[src/rtl/mult_secuencial_param.sv]
`timescale 1ns/1ps
`default_nettype none
// ============================================================================
// Module   : mult_secuencial_param
// Purpose  : WIDTH x WIDTH sequential shift-add multiplier, signed/unsigned
//            per operation, Start/Ready handshake and one-cycle Done pulse.
//            Define MULT_EARLY_TERM_EN to stop once the multiplier runs out.
// Revision : 1.0 - initial release
// ============================================================================
module mult_secuencial_param #(
   parameter int WIDTH = 8
) (
   input  logic                 Clock,
   input  logic                 Reset,
   input  logic                 Start,
   input  logic                 Signed_mode,
   input  logic [WIDTH-1:0]     Multiplicando,
   input  logic [WIDTH-1:0]     Multiplicador,
   output logic [2*WIDTH-1:0]   Producto,
   output logic                 Ready,
   output logic                 Done
);

   localparam int C_CW = $clog2(WIDTH + 1);

   typedef enum logic [1:0] {
      S_IDLE = 2'd0,
      S_BUSY = 2'd1,
      S_FIX  = 2'd2
   } state_t;

   state_t               r_state;
   logic [2*WIDTH-1:0]   r_p;
   logic [2*WIDTH-1:0]   r_m;
   logic [WIDTH-1:0]     r_q;
   logic [C_CW-1:0]      r_cnt;
   logic                 r_neg;

   logic [WIDTH-1:0]     w_abs_a;
   logic [WIDTH-1:0]     w_abs_b;
   logic [WIDTH-1:0]     w_op_a;
   logic [WIDTH-1:0]     w_op_b;
   logic                 w_neg;
   logic [WIDTH-1:0]     w_q_next;
   logic                 w_last;

   // Magnitude of the most negative operand wraps to 2^(WIDTH-1), which is
   // exactly right when the result is read back as unsigned.
   assign w_abs_a  = Multiplicando[WIDTH-1] ? (~Multiplicando + WIDTH'(1)) : Multiplicando;
   assign w_abs_b  = Multiplicador[WIDTH-1] ? (~Multiplicador + WIDTH'(1)) : Multiplicador;
   assign w_op_a   = Signed_mode ? w_abs_a : Multiplicando;
   assign w_op_b   = Signed_mode ? w_abs_b : Multiplicador;
   assign w_neg    = Signed_mode & (Multiplicando[WIDTH-1] ^ Multiplicador[WIDTH-1]);
   assign w_q_next = r_q >> 1;

`ifdef MULT_EARLY_TERM_EN
   assign w_last = (r_cnt == C_CW'(1)) || (w_q_next == '0);
`else
   assign w_last = (r_cnt == C_CW'(1));
`endif

   always_ff @(posedge Clock) begin
      if (Reset) begin
         r_state  <= S_IDLE;
         r_p      <= '0;
         r_m      <= '0;
         r_q      <= '0;
         r_cnt    <= '0;
         r_neg    <= 1'b0;
         Producto <= '0;
         Ready    <= 1'b1;
         Done     <= 1'b0;
      end else begin
         Done <= 1'b0;
         case (r_state)
            S_IDLE: begin
               if (Start) begin
                  r_p     <= '0;
                  r_m     <= {{WIDTH{1'b0}}, w_op_a};
                  r_q     <= w_op_b;
                  r_neg   <= w_neg;
                  r_cnt   <= C_CW'(WIDTH);
                  Ready   <= 1'b0;
                  r_state <= S_BUSY;
               end
            end
            S_BUSY: begin
               if (r_q[0]) begin
                  r_p <= r_p + r_m;
               end
               r_m   <= r_m << 1;
               r_q   <= w_q_next;
               r_cnt <= r_cnt - C_CW'(1);
               if (w_last) begin
                  r_state <= S_FIX;
               end
            end
            S_FIX: begin
               Producto <= r_neg ? (~r_p + (2*WIDTH)'(1)) : r_p;
               Done     <= 1'b1;
               Ready    <= 1'b1;
               r_state  <= S_IDLE;
            end
            default: begin
               Ready   <= 1'b1;
               r_state <= S_IDLE;
            end
         endcase
      end
   end

endmodule
`default_nettype wire

[config.mk]
export PLATFORM = sky130hd
export DESIGN_NAME = mult_secuencial_param
export DESIGN_NICKNAME = d
export VERILOG_FILES = /design/src/rtl/mult_secuencial_param.sv
export SDC_FILE = /design/constraint.sdc
export NUM_CORES = 1
export LEC_CHECK = 0
export BUFFER_PORTS_ARGS = -buffer_cell sky130_fd_sc_hd__buf_2
export CORE_MARGIN = 4
export CORE_UTILIZATION = 55
export CTS_CLUSTER_SIZE = 10
export DETAILED_ROUTE_END_ITERATION = 10
export PLACE_DENSITY = 0.78
export SLEW_MARGIN = 20
export SYNTH_ARGS = -nofsm -noshare
export SYNTH_HDL_FRONTEND = slang
export SYNTH_SLANG_ARGS = --single-unit
[constraint.sdc]
create_clock -name Clock -period 3 [get_ports Clock]
set_clock_uncertainty 0.05 [all_clocks]
set_input_delay 0.3 -clock Clock [delete_from_list [all_inputs] [get_ports Clock]]
set_output_delay 0.3 -clock Clock [all_outputs]
set_load 0.02 [all_outputs]
# Word-level counts from Yosys, hierarchy flattened
# Cells that the tools add are included.
[classes] reduce_logical=7 eq_ne=6 add_sub_neg=5 n_div=0 bitwise_logic=6 magnitude_cmp=0 mul=0 shifts=0 muxes=20
[ops] operator="16-bit two-way mux" n=4
[ops] operator="16-bit case mux with 2 select lines" n=2
[ops] operator="8-bit two-way mux" n=5
[ops] operator="16-bit by 1-bit adder with 16-bit output, second input constant" n=1
[ops] operator="16-bit adder" n=1
[ops] operator="8-bit by 1-bit adder with 8-bit output, second input constant" n=2
[ops] operator="16-bit inverter" n=1
[ops] operator="8-bit inverter" n=2
[ops] operator="8-bit case mux with 2 select lines" n=1
[ops] operator="4-bit case mux with 2 select lines" n=1
[ops] operator="2-bit AND reduction" n=4
[ops] operator="2-bit != test, second input constant" n=3
[ops] operator="4-bit by 1-bit equality test with 1-bit output, second input constant" n=1
[ops] operator="2-bit two-way mux" n=2
[ops] operator="4-bit two-way mux" n=1
[ops] operator="2-bit case mux with 2 select lines" n=1
[ops] operator="4-bit by 1-bit subtractor with 4-bit output, second input constant" n=1
[ops] operator="3-bit AND reduction" n=1
[ops] operator="2-bit by 1-bit equality test with 1-bit output, second input constant" n=1
[ops] operator="2-bit equality test, second input constant" n=1
[ops] operator="2-bit logical NOT" n=1
[ops] operator="1-bit two-way mux" n=2
[ops] operator="1-bit case mux with 2 select lines" n=1
[ops] operator="2-bit nonzero test" n=1
[ops] operator="3 further kinds" n=3
[totals] register_bits=65 ram_bits=0 inputBits=20 output_inout_bits=18 mem_count=0 rom_bits=0 elab_cells=53 latch_bits=0

# Longest topological paths before layout
[depth] ltp_word=6 mapped_depth=10 ltp_nobuf=10

# Worst setup path before layout
# OpenSTA, ideal clock, no wires.
[synth_path] path_type="register to register" startpoint="register r_p[2]" endpoint="register r_p[14]" period_less_slack_ps=2317 path_stages_with_launch=9 setup_time_ps=117 slack_ps=683 arrival_time_ps=2149 n_path_buf=0 required_time_ps=2833 path_cell_list="dfxtp_1 ha_1 nor2b_1 o21ai_0 a21boi_0 o21ai_0 a21oi_1 or4_1 a32o_1"
[synth_via] elab_chain_cells=3
[synth_lines] element="from (decl)" line_no="33" source="logic [2*WIDTH-1:0] r_p;"
[synth_lines] element="from (signal assigned)" line_no="89" source="r_p <= r_p + r_m;"
[synth_lines] element="16-bit adder" line_no="89"
[synth_lines] element="16-bit two-way mux" line_no="88" source="if (r_q[0]) begin"
[synth_lines] element="16-bit case mux with 2 select lines" line_no="75" source="case (r_state)"
# No other way between the ends. The select of a mux whose other input is x is not followed.
# A chain may end at the register's enable or synchronous reset.

# Worst setup path after layout
[layout_path] startpoint="register r_p[0]" endpoint="register r_p[14]"
# The elaborated chain is that of the path after synthesis.

==> flow_metrics.env <==
export IMPL_synth_seq_cells=65
export IMPL_p_sw_mw=0.5054
export IMPL_fp_dieH_um=88.87
export IMPL_final_hold_viol_count=0
export IMPL_grtUsageTotal=0.2172
export IMPL_p_int_mw=1.312
export IMPL_post_drt_wl_per_cell_um=14.58
export IMPL_yosysUniqueCellTypes=48
export IMPL_cts_sinks=65
export IMPL_hold_path_class="in -> reg"
export IMPL_die_area_mm2=0.007898
export IMPL_finalWirelength_um=7901
export IMPL_drc=0
export IMPL_rows=29
export IMPL_finalCriticalPeriod_ns=2.731
export IMPL_yosysWarnings=0
export IMPL_io_pins=38
export IMPL_synthesis_instances=426
export IMPL_drive_gt1_frac=0.1398
export IMPL_antenna_cells=0
export IMPL_stdcell_count=542
export IMPL_antenna_found_initial=0
export IMPL_synth_xor_area_share=0.07791
export IMPL_status="finished clean"
export IMPL_yosysTopAreaCellShare=0.3617
export IMPL_end_kind="flip-flop"
export IMPL_vdd_drop_max_mv=0.4081
export IMPL_startpoint_type="flip-flop"
export IMPL_powerDensity_mw_per_mm2=452.1
export IMPL_area_growth_pct=11.72
export IMPL_p_leak_nw=1.669
export IMPL_fin_hold_ws_ns=0.2060
export IMPL_cts_resized=0
export IMPL_drtAntennaViolNets=0
export IMPL_pwr_share_clk=0.356
export IMPL_port_buffers=37
export IMPL_synth_compound_area_frac=0.2598
export IMPL_ctsRootBufferMaster="clkbuf_8"
export IMPL_cap_violations=0
export IMPL_ys_seq_area_frac=0.3617
export IMPL_combinationalPowerShare=0.129
export IMPL_synth_ff_type="dfxtp_1"
export IMPL_die_w_um=88.87
export IMPL_tns_ns=0
export IMPL_synthAdderAreaFrac=0.07513
export IMPL_first_pass_iters=5
export IMPL_insertion_delay_ns=0.34
export IMPL_postCtsSetupBuffers=0
export IMPL_power_frac_seq=0.515
export IMPL_routed_via_density=5.851
export IMPL_drt_initial_drc_count=181
export IMPL_synth_fp_nets=467
export IMPL_fmax_mhz=366.1
export IMPL_slew_headroom=0.3165
export IMPL_cts_buffers_inserted=9
export IMPL_cts_max_path_buffers=2
export IMPL_synth_top_area_cell="dfxtp_1"
export IMPL_grt_pass1_wl_um=13370
export IMPL_synthArstFlopShare=0
export IMPL_synth_top_family_by_area="compound AO/OA/AOI/OAI gates"
export IMPL_place_gp_congestion=0.9154
export IMPL_cts_htree_levels=3
export IMPL_setup_viol=0
export IMPL_slew_viol_final=0
export IMPL_post_dp_hpwl_um=6021
export IMPL_rsz0062_at_grt="no"
export IMPL_worstPathArrival_ns=2.91
export IMPL_grt_overflow=0
export IMPL_crit_required_ns=3.18
export IMPL_grt_max_degree=32
export IMPL_cts_tree="yes"
export IMPL_grt_pass1_vias=2968
export IMPL_num_nets_final=501
export IMPL_synth_area_mm2=0.003597
export IMPL_synth_area_mux_share=0.02052
export IMPL_yosys_area_share_simple=0.1659
export IMPL_worstMarginPinSlew_ns=1.023
export IMPL_start_util=0.5665
export IMPL_fin_crit_sh=0.9104
export IMPL_hold_buffers=0
export IMPL_swShare=0.2782
export IMPL_place_inst=526
export IMPL_critPathKind="reg -> reg"
export IMPL_avgSynthCellArea_um2=8.444
export IMPL_synth_edff_count=0
export IMPL_cp_max_fo=6
export IMPL_dr_total_vias=3171
export IMPL_path_clk_slew_ns=0.07
export IMPL_synthTopCellsByArea="dfxtp_1 (36%), ha_1 (7.0%), nor2_1 (5.6%), xor2_1 (4.1%), o21ai_0 (4.0%)"
export IMPL_coreArea_mm2=0.006350
[sequential cells by signal, indices dropped and copies added (netlist names)]
name      count
Producto     16
r_m          16
r_p          16
r_q           8
r_cnt         4
r_state       2
Done          1
Ready         1
r_neg         1
[power groups by stage]
stage	Combinational, mW	Sequential (mW)	Clock, mW
finish	0.235	0.935	0.647
CTS	0.235	0.934	0.662
global placement	0.226	0.953	0
global route	0.265	0.940	0.703
floorplan	0.161	0.948	0
detailed placement	0.234	0.954	0
[layout make-up]
class                      count  area, um2
timing repair buffer          42      222.7
clock buffer                  11      141.4
fill                         548       2331
multi-input combinational    324       2158
clock inverter                 5      31.28
sequential                    65       1301
tap                           77      96.34
inverter                      18      67.56
[worst paths after layout]
path	startpoint	cells past startpoint	slack, ns	endpoint
worst min register to register	Ready	1	0.41	Ready
worst min-delay path	Multiplicando[7]	3	0.21	r_m[7]
worst max register to register	r_p[0]	10	0.27	r_p[14]
worst max-delay path	r_p[0]	10	0.27	r_p[14]
[logic make-up (layout without fill, tap and decap cells)]
| group | after synthesis | after routing |
|---|---|---|
| compound gates | 136 | 136 |
| xor+xnor | 32 | 32 |
| fa+ha+maj | 21 | 21 |
| buf+inv | 37 | 76 |
| flops | 65 | 65 |
| mux | 7 | 7 |
| simple gates | 128 | 128 |
[Yosys cell counts (5+ instances only)]
cell / count
nor2b_1: 9
ha_1: 20
xnor2_1: 15
a22o_1: 9
clkbuf_1: 16
a22oi_1: 17
a211oi_1: 16
nor2_1: 54
o21ai_0: 29
a21oi_1: 25
xor2_1: 17
inv_1: 18
a31oi_1: 5
or4_1: 5
nor3_1: 9
a21o_1: 6
dfxtp_1: 65
nand2_1: 27
[critical path: stages (launching register included)]
cell,delay (ns)
dfxtp_1,0.44
ha_1,0.24
inv_1,0.07
fa_1,0.38
nor2b_1,0.18
o21ai_0,0.13
a21boi_0,0.35
o21ai_0,0.23
a21oi_1,0.21
o31ai_1,0.08
a32o_1,0.26
[layout by cell type, fill, tap and decap left out, drive strengths merged, types with 4 or more instances in the layout]
cell type	instances
nand3	4
clkinv	4
a222oi	4
inv	18
buf	42
nand2	27
clkbuf	11
xor2	17
a21oi	25
nor2	54
a211oi	16
xnor2	15
dfxtp	65
nor2b	9
nand2b	4
or4	6
nor3	9
a22o	9
a22oi	17
a31oi	5
mux2i	4
o21a	4
a21o	6
o21ai	29
ha	20
o31ai	5
[routing by layer]
layer	up-vias	wire length, um	track usage	share of wire
li1	1621	-	-	-
met1	1454	3834	0.2829	0.49
met2	83	3490	0.3495	0.44
met3	13	462	0.04749	0.058
met4	0	114	0.08516	0.014
met5	-	0	0	0
[metrics by stage]
step	area, um2	setup slack [ns]	utilization	power (mW)
3_3_place_gp	3846	0.4945	0.6057	1.179
5_1_grt	4019	0.1126	0.6329	1.908
4_1_cts	4019	0.3113	0.6329	1.832
2_1_floorplan	3597	0.6832	-	1.110
6_report	4019	0.2687	0.6329	1.817
3_5_place_dp	3846	0.3261	0.6057	1.188
(Power assumes the default switching activity.)
